--- config.mk ---
export PLATFORM = sky130hd
export DESIGN_NAME = fifo_wr_skid
export DESIGN_NICKNAME = d
export VERILOG_FILES = /design/src/rtl/fifo_wr_skid.sv
export SDC_FILE = /design/constraint.sdc
export NUM_CORES = 1
export LEC_CHECK = 0
export CAP_MARGIN = 20
export CORE_ASPECT_RATIO = 1.4
export CORE_MARGIN = 4
export CORE_UTILIZATION = 47
export DETAILED_ROUTE_END_ITERATION = 12
export PLACE_DENSITY = 0.76
export REMOVE_ABC_BUFFERS = 1
export SLEW_MARGIN = 40
export SYNTH_ARGS = -nofsm -noshare
export SYNTH_HDL_FRONTEND = slang
export SYNTH_SLANG_ARGS = --single-unit
--- constraint.sdc ---
create_clock -name wclk -period 1.7 [get_ports wclk]
set_input_delay 0.34 -clock wclk [delete_from_list [all_inputs] [get_ports wclk]]
set_output_delay 0.34 -clock wclk [all_outputs]
set_load 0.01 [all_outputs]
--- src/rtl/fifo_wr_skid.sv ---
// fifo_wr_skid: two-entry skid buffer turning a valid/ready stream into winc/wdata; FIFO_WR_STATS_EN adds stall_cnt
module fifo_wr_skid #(
  parameter int DATASIZE = 8
) (
  input  logic                wclk,
  input  logic                wrst_n,
  input  logic                s_valid,
  output logic                s_ready,
  input  logic [DATASIZE-1:0] s_data,
  input  logic                full,
  output logic                winc,
  output logic [DATASIZE-1:0] wdata
`ifdef FIFO_WR_STATS_EN
  ,
  output logic [15:0]         stall_cnt
`endif
);
  typedef enum logic [1:0] {EMPTY = 2'd0, ONE = 2'd1, TWO = 2'd2} state_t;
  state_t state, state_nx;
  logic [DATASIZE-1:0] h, s;
  logic accept, pop;
  assign accept = s_valid & s_ready;
  assign pop    = winc & ~full;
  always_ff @(posedge wclk)
    if (!wrst_n) state <= EMPTY;
    else         state <= state_nx;
  always_comb
    state_nx = (state == EMPTY) ? (accept ? ONE : EMPTY) :
               (state == ONE)   ? ((accept && !pop) ? TWO : (!accept && pop) ? EMPTY : ONE) :
               (pop ? ONE : TWO);
  always_comb begin
    winc  = (state != EMPTY);
    wdata = h;
  end
  // H always holds the oldest word; S only fills while H is stuck
  always_ff @(posedge wclk)
    if (!wrst_n) begin
      h       <= '0;
      s       <= '0;
      s_ready <= 1'b0;
    end else begin
      s_ready <= (state_nx != TWO);
      if ((state == EMPTY && accept) || (state == ONE && accept && pop)) h <= s_data;
      else if (state == TWO && pop)                                      h <= s;
      if (state == ONE && accept && !pop) s <= s_data;
    end
`ifdef FIFO_WR_STATS_EN
  always_ff @(posedge wclk)
    if (!wrst_n)                                    stall_cnt <= '0;
    else if (winc && full && stall_cnt != 16'hFFFF) stall_cnt <= stall_cnt + 16'd1;
`endif
endmodule

==> metrics.md <==
| Metric | Value |
|---|---|
| CP endpoint kind | primary output |
| CTS tree | yes |
| Num CTS Buffers | 3 |
| Sinks on Clock Net | 19 |
| Starting DRT DRC Count | 14 |
| # DRC | 0 |
| CP max stage cell | clkdlybuf4s50_1 |
| Delay-heaviest family, CP | buffers and inverters |
| Vert. Die Dim | 60.2 µm |
| Worst path required time | 1.36 ns |
| Setup TNS | 0 ns |
| Status | completed |
| Mapped Avg Cell Area | 9.04 µm² |
| Initial Util | 50.7% |
| Critical-path cell list | clkdlybuf4s50_1 |
| Synth cell types | 24 |
| Antenna-violating nets left | 0 |
| Nets@finish | 142 |
| Power per cell area | 740 nW/µm² |
| Clk_skew | 0.0112 ns |
| Worst hold slack | 0.487 ns |
| Max H-tree Level | 1 |
| Setup Buffers After CTS | 0 |
| Largest net degree at the start of global routing | 18 |
| # Max-Cap Violations | 0 |
| Fin crit period | 1.63 ns |
| Root Driver | clkbuf_4 |
| Total track usage | 18.0% |
| Post-synthesis cell count | 101 |
| Core Area | 1800 µm² |
| Die width | 45.3 µm |
| WP buf/inv | 1 |
| WL final | 2.14 mm |
| Slew Viols, Final | 0 |
| Post-DR vias/cell | 5.82 |
| Ranking of synthesized cells by area | dfxtp_1 42%, a311oi_2 13%, nand2_1 7.0% |
| Hpwl dp | 1.59 mm |
| First-pass GRT wire length | 3.63 mm |
| Row Count | 18 |
| Clock latency on the worst-skew pair | 0.31 ns |
| DIE AREA | 2720 µm² |
| Placement Setup Slack | -0.136 ns |
| Critical path type | reg2out |
| Worst-Margin Slew | 0.432 ns |
| Drt pass-1 iters | 4 |
| Gr ovfl total | 0 |
| Worst Path Max Fanout | 5 |
| IR Drop Worst-Case VDD | 0.472 mV |
| Gpl congestion | 0.732 |
| Final core utilization | 66.3% |
| # diodes | 0 |
| Vias | 861 |
| Number of global-route vias before repair | 838 |
| Static Leak | 0.422 nW |
| Relative slew slack | 71.2% |
| DR WL/cell | 14.5 µm |
| Hold Violations, Final | 0 |
| Setup violators final | 0 |
| Layout cells sized above 1 | 21.1% |
| Critical Path AT | 1.29 ns |
| Initial antenna violation count | 0 |
| CP startpoint | s_ready |
| Fin crit share | 95.7% |
| P&R area growth vs syn | 30.7% |
| R2r startpoint | state[0] |
| Clk slew on worst S/H paths | 0.10 ns |
| Ports | 22 |
| Area share of the largest cell type after synthesis | 41.6% |
| Cell taking the most area after synthesis | dfxtp_1 |
| Seq cells post-synth | 19 |
| Synthesized area | 913 µm² |
| Port bufs | 21 |
| Synth warn | 0 |
| RSZ-0062 raised after global routing | no |
| Power Total | 0.883 mW |
| Max Clk Rate | 615 MHz |
| Post-route setup slack | 0.0727 ns |
| Hold_sp | s[2] |
| Bufs on Longest Clock Path | 2 |
| Sequential cell area fraction in the yosys report | 41.6% |
| CP Launch Type | register |
| Largest stage delay, worst path | 0.57 ns |
| Hold Crit Class | reg2reg |
synthesized netlist by cell type:
library cell	count
mux2_2	1
ha_1	1
nand3b_1	1
nor3b_2	1
o21ai_1	8
nor3_1	8
nand2b_1	1
and4_1	1
dfxtp_1	19
and2_4	1
nand4_1	1
nand2_1	17
clkbuf_1	2
buf_1	1
a311oi_2	8
nand3_1	9
or2_1	2
inv_2	2
buf_6	3
buf_2	1
and2_1	1
a21oi_1	9
o211a_1	2
or3b_1	1
cell families after synthesis:
group	count (synthesis)	share of synthesized area, %
AOI/OAI and AO/OA	27	24.7
adders and majority gates	1	1.37
buffers and inverters	9	6.30
DFF	19	41.6
muxes	1	1.23
and+or+nand+nor	44	24.8
path summary, 6_finish.rpt:
check                                end  slack, ns  cells past startpoint
worst max-delay path             s_ready       0.07                      1
worst min-delay path                s[2]       0.49                      2
worst max register to register  state[0]       0.19                      5
worst min register to register      s[2]       0.49                      2
power breakdown:
| part | leakage, nW | switching [mW] | internal (mW) |
|---|---|---|---|
| logic | 0.248 | 0.0752 | 0.0934 |
| clock network | 0.0177 | 0.145 | 0.0879 |
| registers | 0.156 | 0.0146 | 0.466 |
| total | 0.422 | 0.235 | 0.648 |
state kept, by name, indices dropped and copies added, names as in the netlist:
name,flops
wdata,8
s_ready,1
s,8
state,2
layout make-up:
class	instances	area, µm²
flip-flops and latches	19	382
inverters	2	7.51
well taps	20	25.0
multi-input cells	73	475
repair buffers	30	277
clock inverters	1	5.00
clock buffers	3	22.5
fillers	159	608
what timing repair did:
item | in CTS | in global routing
gates resized for setup | 2 | 0
setup endpoints to repair | 1 | 0
hold buffers | 0 | 0
per-layer routing:
metal / GRT usage [%] / part of all wire [%] / vias up / wire [µm]
met5: 0 / 0 / - / 0
li1: - / - / 425 / -
met2: 32.6 / 52 / 25 / 1110
met4: 9.62 / 2.2 / 0 / 48
met1: 19.2 / 40 / 406 / 861
met3: 2.71 / 5.6 / 5 / 119
through the flow:
step,area [µm²],instances
2_1_floorplan,863,94
3_3_place_gp,1170,144
3_5_place_dp,1170,144
4_1_cts,1190,148
5_1_grt,1190,148
6_report,1190,148
layout by cell type, fill, tap and decap left out, drive strengths merged:
master / n
a21oi: 9
a311oi: 8
and2: 2
and4: 1
buf: 9
clkbuf: 3
clkdlybuf4s50: 20
clkinv: 1
dfxtp: 19
dlygate4sd2: 1
ha: 1
inv: 2
mux2: 1
nand2: 17
nand2b: 1
nand3: 9
nand3b: 1
nand4: 1
nor3: 8
nor3b: 1
o211a: 2
o21ai: 8
or2: 2
or3b: 1
Note: power is estimated with default switching activity, not from simulation.
